File: src/rtl/mat2x2_pkg.sv
// Shared definitions for the 2x2 matrix-multiplier stream driver.
package mat2x2_pkg;

  localparam int unsigned DEFAULT_DW = 4;

  // Legacy state encodings, kept so existing debug tooling still decodes the state register.
  localparam logic [1:0] ST_LOAD  = 2'd0;
  localparam logic [1:0] ST_START = 2'd1;
  localparam logic [1:0] ST_WAIT  = 2'd2;
  localparam logic [1:0] ST_SEND  = 2'd3;

  typedef enum logic [1:0] {
    S_LOAD  = ST_LOAD,
    S_START = ST_START,
    S_WAIT  = ST_WAIT,
    S_SEND  = ST_SEND
  } state_e;

  // Operand element order on the input stream.
  localparam int unsigned IDX_A00 = 0;
  localparam int unsigned IDX_A01 = 1;
  localparam int unsigned IDX_A10 = 2;
  localparam int unsigned IDX_A11 = 3;
  localparam int unsigned IDX_B00 = 4;
  localparam int unsigned IDX_B01 = 5;
  localparam int unsigned IDX_B10 = 6;
  localparam int unsigned IDX_B11 = 7;

  // Result element order on the output stream.
  localparam int unsigned IDX_C00 = 0;
  localparam int unsigned IDX_C01 = 1;
  localparam int unsigned IDX_C10 = 2;
  localparam int unsigned IDX_C11 = 3;

endpackage

File: src/rtl/mat2x2_result_serializer.sv
// Captures the four multiplier results and replays them on a valid/ready stream.
module mat2x2_result_serializer
  import mat2x2_pkg::*;
#(
  parameter int unsigned DW = DEFAULT_DW
) (
  input  logic            clk,
  input  logic            rst,
  input  logic            capture_i,
  input  logic [2*DW-1:0] c00_i,
  input  logic [2*DW-1:0] c01_i,
  input  logic [2*DW-1:0] c10_i,
  input  logic [2*DW-1:0] c11_i,
  input  logic            active_i,
  output logic            m_valid_o,
  output logic [2*DW-1:0] m_data_o,
  input  logic            m_ready_i,
  output logic            last_o
);

  logic [2*DW-1:0] c_q [4];
  logic [1:0]      idx_q;
  logic            hs;

  // Output mux; data only advances on a handshake, so it holds while stalled.
  always_comb begin
    m_valid_o = active_i;
    m_data_o  = c_q[idx_q];
    hs        = active_i && m_ready_i;
    last_o    = hs && (idx_q == 2'(IDX_C11));
  end

  // Capture results on done, then step the read index per accepted word.
  always_ff @(posedge clk) begin
    if (!rst) begin
      for (int unsigned i = 0; i < 4; i++) c_q[i] <= '0;
      idx_q <= '0;
    end else if (capture_i) begin
      c_q[IDX_C00] <= c00_i;
      c_q[IDX_C01] <= c01_i;
      c_q[IDX_C10] <= c10_i;
      c_q[IDX_C11] <= c11_i;
      idx_q        <= '0;
    end else if (hs) begin
      idx_q <= idx_q + 2'd1;
    end
  end

endmodule

File: src/rtl/mat2x2_stream_driver.sv
// Host-side initiator for the 2x2 start/done matrix multiplier core.
module mat2x2_stream_driver
  import mat2x2_pkg::*;
#(
  parameter int unsigned DW      = DEFAULT_DW,
  parameter int unsigned TIMEOUT = 31
) (
  input  logic            clk,
  input  logic            rst,
  input  logic            s_valid,
  input  logic [DW-1:0]   s_data,
  output logic            s_ready,
  output logic [DW-1:0]   mm_A00,
  output logic [DW-1:0]   mm_A01,
  output logic [DW-1:0]   mm_A10,
  output logic [DW-1:0]   mm_A11,
  output logic [DW-1:0]   mm_B00,
  output logic [DW-1:0]   mm_B01,
  output logic [DW-1:0]   mm_B10,
  output logic [DW-1:0]   mm_B11,
  output logic            mm_start,
  input  logic [2*DW-1:0] mm_C00,
  input  logic [2*DW-1:0] mm_C01,
  input  logic [2*DW-1:0] mm_C10,
  input  logic [2*DW-1:0] mm_C11,
  input  logic            mm_done,
  output logic            m_valid,
  output logic [2*DW-1:0] m_data,
  input  logic            m_ready,
  output logic            err
);

  localparam int unsigned CW = $clog2(TIMEOUT + 1);

  state_e          state_q, state_d;
  logic [2:0]      idx_q, idx_d;
  logic [CW-1:0]   ctr_q, ctr_d;
  logic            err_q, err_d;
  logic [DW-1:0]   op_q [8];
  logic            load_en;
  logic            capture;
  logic            ser_last;

  assign mm_A00 = op_q[IDX_A00];
  assign mm_A01 = op_q[IDX_A01];
  assign mm_A10 = op_q[IDX_A10];
  assign mm_A11 = op_q[IDX_A11];
  assign mm_B00 = op_q[IDX_B00];
  assign mm_B01 = op_q[IDX_B01];
  assign mm_B10 = op_q[IDX_B10];
  assign mm_B11 = op_q[IDX_B11];
  assign err    = err_q;

  // Handshake outputs decode from state; s_ready is also gated off while reset is asserted.
  always_comb begin
    s_ready  = rst && (state_q == S_LOAD);
    mm_start = (state_q == S_START);
  end

  // Next-state logic: load 8 operands, start, wait with timeout, send 4 results.
  always_comb begin
    state_d = state_q;
    idx_d   = idx_q;
    ctr_d   = ctr_q;
    err_d   = err_q;
    load_en = 1'b0;
    capture = 1'b0;
    unique case (state_q)
      S_LOAD: begin
        if (s_valid) begin
          load_en = 1'b1;
          idx_d   = idx_q + 3'd1;
          if (idx_q == 3'(IDX_B11)) state_d = S_START;
        end
      end
      S_START: begin
        ctr_d   = '0;
        state_d = S_WAIT;
      end
      S_WAIT: begin
        // done is checked first so it wins over a coincident timeout
        if (mm_done) begin
          capture = 1'b1;
          state_d = S_SEND;
        end else if (ctr_q == CW'(TIMEOUT)) begin
          err_d   = 1'b1;
          state_d = S_LOAD;
        end else begin
          ctr_d = ctr_q + CW'(1);
        end
      end
      S_SEND: begin
        if (ser_last) state_d = S_LOAD;
      end
      default: state_d = S_LOAD;
    endcase
  end

  // State, operand and status registers.
  always_ff @(posedge clk) begin
    if (!rst) begin
      state_q <= S_LOAD;
      idx_q   <= '0;
      ctr_q   <= '0;
      err_q   <= 1'b0;
      for (int unsigned i = 0; i < 8; i++) op_q[i] <= '0;
    end else begin
      state_q <= state_d;
      idx_q   <= idx_d;
      ctr_q   <= ctr_d;
      err_q   <= err_d;
      if (load_en) op_q[idx_q] <= s_data;
    end
  end

  mat2x2_result_serializer #(
    .DW(DW)
  ) u_ser (
    .clk       (clk),
    .rst       (rst),
    .capture_i (capture),
    .c00_i     (mm_C00),
    .c01_i     (mm_C01),
    .c10_i     (mm_C10),
    .c11_i     (mm_C11),
    .active_i  (state_q == S_SEND),
    .m_valid_o (m_valid),
    .m_data_o  (m_data),
    .m_ready_i (m_ready),
    .last_o    (ser_last)
  );

endmodule

File: config.mk
export PLATFORM = sky130hd
export DESIGN_NAME = mat2x2_stream_driver
export DESIGN_NICKNAME = d
export VERILOG_FILES = /design/src/rtl/mat2x2_pkg.sv /design/src/rtl/mat2x2_result_serializer.sv /design/src/rtl/mat2x2_stream_driver.sv
export SDC_FILE = /design/constraint.sdc
export NUM_CORES = 1
export LEC_CHECK = 0
export CAP_MARGIN = 30
export CORE_AREA = 2 2 87 89
export DETAILED_ROUTE_END_ITERATION = 16
export DIE_AREA = 0 0 89 91
export GPL_TIMING_DRIVEN = 0
export MAX_ROUTING_LAYER = met4
export PLACE_DENSITY = 0.78
export RECOVER_POWER = 50
export SLEW_MARGIN = 20
export SYNTH_ARGS = -nofsm -noshare
export SYNTH_HDL_FRONTEND = slang
export SYNTH_SLANG_ARGS = --single-unit
File: constraint.sdc
create_clock -name clk -period 2.4 [get_ports clk]
set_input_delay 0.24 -clock clk [delete_from_list [all_inputs] [get_ports clk]]
set_output_delay 0.24 -clock clk [all_outputs]
set_load 0.02 [all_outputs]
==> results.toml <==
[critical_path]
crit_path_end = "m_data[5]"
cp-start-kind = "flip-flop"
path_class = "reg2out"
r2r-end = "op_q[4][1]"
cp-end-kind = "output port"
rr_worst_depth = 4
cp_max_fo = 8
r2r_slack_ns = 0.36
crit_arrival_ns = 2.01
timing.rr.start = "state_q[0]"
cp.required_ns = 2.16

[clock_network]
h-tree-depth = 3
clk_pin_slew_ns = 0.08
cts_buffers = 9
insertion_delay_ns = 0.34
cts_root_buf = "clkbuf_8"
clock_sinks = 79
cts_tree = "done"
ctsHoldBuffers = 0
cts_max_path_buffers = 2

[power_and_ir_drop]
power_density_nw_per_um2 = 617
p_leak_nw = 1.72
ir_worst_vdd_mv = 0.253

[placement]
dpl.hpwl_mm = 4.81
placed_area_um2 = 4410
io_buffers = 84
gp_congestion = 0.722

[floorplanning]
die-height_um = 91
io_pins = 85
dieArea_um2 = 8100
core-area_um2 = 7140
rows = 31
die_x_um = 89
initial_utilization_pct = 47.8

[synthesis]
yosysUniqueCellTypes = 38
ys_ff_latch = 79
avgSynthCellArea_um2 = 13.9
yosysTopAreaCell = "edfxtp_1"
netlist_area_um2 = 3410
syn-num-nets = 296
yosysSeqAreaShare_pct = 65.1
yosys.area.top_type_share_pct = 56.3
synthCells = 245
yosysWarnings = 0
synthTopCellsByArea = "edfxtp_1 (56%), and2_1 (12%), dfxtp_1 (8.8%)"

[timing]
relSlewSlack_pct = 60.9
rsz0062_at_grt = "no"
setup_violations = 0
fmax_mhz = 445
fin_crit_ns = 2.25
finalHoldViolCount = 0
worst_hold_slack_ns = 0.473
period_share_pct = 93.7
report.final.slew_viol_count = 0
worstMarginPinSlew_ns = 0.581
finClkSkew_ns = 0.00861

[global_routing]
grt_max_degree = 19
antenna_found_initial = 0
grt_pass1_vias = 2134
grt_pass1_wl_mm = 10.2
grt_usage_pct = 17.4
grt_overflow = 0

[route]
ant_nets = 0
drt-wirelength-per-cell_um = 14.9
first_pass_iters = 4
drc = 0
wirelength_mm = 6.61
drtIter0Drc = 116
route.vias.total = 2150
vias_per_cell = 4.83

[hold_path]
hold_class = "reg2reg"

[run_status]
status = "complete, no violations"

[final_layout]
area_growth_pct = 35.6
drive_above_1_share_pct = 8.67
final_common_cell = "edfxtp_1"
stdcell_area_um2 = 4630
nNetsFinal = 392
diodes = 0
most-common-layout-cells = "edfxtp_1 (64), clkdlybuf4s50_1 (51), and2_1 (33), and2_0 (33), dlygate4sd3_1 (33)"

[flow_run]
drv_cap = 0
==> final cells by class <==
type,count,area (um^2)
timing repair buffer,85,868
buffer,7,28.8
inverter,3,11.3
clock buffer,10,128
fill,557,2510
tap,99,124
clock inverter,6,92.6
multi-input combinational,156,1150
sequential,79,2220
==> synth_stat cells (all sizes together) <==
library cell,instances
o22ai,1
nand3b,2
nand2b,6
and4bb,1
nor2,8
o21ai,8
nor3,2
nor4,1
mux4,8
xnor2,1
or4,1
inv,3
a21boi,6
and3,2
and3b,1
o21a,2
buf,2
nand4b,1
or3,1
o311a,1
nand3,6
dfxtp,15
nand2,10
ha,10
and2,67
o31ai,2
edfxtp,64
nand4,1
o211a,1
nor3b,2
clkbuf,5
a21oi,2
xor2,1
mux2i,1
==> routing by layer <==
metal  wire length (um)  up-vias  track usage (%)
li1                   -     1079                -
met1               2970     1001             23.0
met2               3260       66             26.4
met3                327        4             2.36
met4                 62        0             8.33
met5                  0        -                -
==> worst max-delay path: stages (launching register included) <==
cell             delay, ns
dfxtp_1               0.30
buf_2                 0.27
mux4_2                0.55
clkdlybuf4s50_1       0.56
==> sequential cells by signal, summed over array words and instances (netlist names), named ones only <==
signal and count:
idx_q 3, err 1, u_ser.c_q 32, ctr_q 5
state_q 2, u_ser.idx_q 2, op_q 32
==> stage by stage <==
stage	setup WS (ns)	utilization [%]	total power, mW	instances	setup TNS, ns
after floorplan	0.325	-	1.66	245	0
after global placement	-0.164	61.3	1.81	428	-5.42
after detailed placement	0.0946	61.7	1.82	429	0
after CTS	0.0877	64.8	2.89	445	0
after global routing	0.0343	64.8	2.96	445	0
final	0.152	64.8	2.85	445	0
==> kinds of logic (layout without fill, tap and decap cells) <==
group | count (synthesis) | in the layout | share of synthesized area, %
compound gates | 23 | 23 | 4.44
xor+xnor | 2 | 2 | 0.513
fa+ha+maj | 10 | 10 | 3.67
buf+inv | 10 | 111 | 1.14
mux | 9 | 9 | 5.57
flops | 79 | 79 | 65.1
simple gates | 112 | 112 | 19.5
==> worst min path at each step <==
| stage | from | endpoint | slack, ns | cells past startpoint |
|---|---|---|---|---|
| after floorplan | s_valid | idx_q[1] | 0.41 | 2 |
| final | err | err | 0.47 | 1 |
| after CTS | err | err | 0.48 | 1 |
| after global routing | err | err | 0.50 | 1 |
| after detailed placement | err | err | 0.46 | 1 |
| after global placement | err | err | 0.45 | 1 |
==> power breakdown <==
part / internal [mW] / total (mW) / switching (mW)
Sequential: 1.52 / 1.54 / 0.0176
Combinational: 0.125 / 0.241 / 0.116
Clock: 0.594 / 1.07 / 0.480
Total: 2.24 / 2.85 / 0.613
==> what timing repair did <==
action	CTS	global route
buffers inserted	0	0
endpoints found under the setup margin	0	1
resized for setup	0	2
Note: power is estimated with default switching activity, not from simulation.
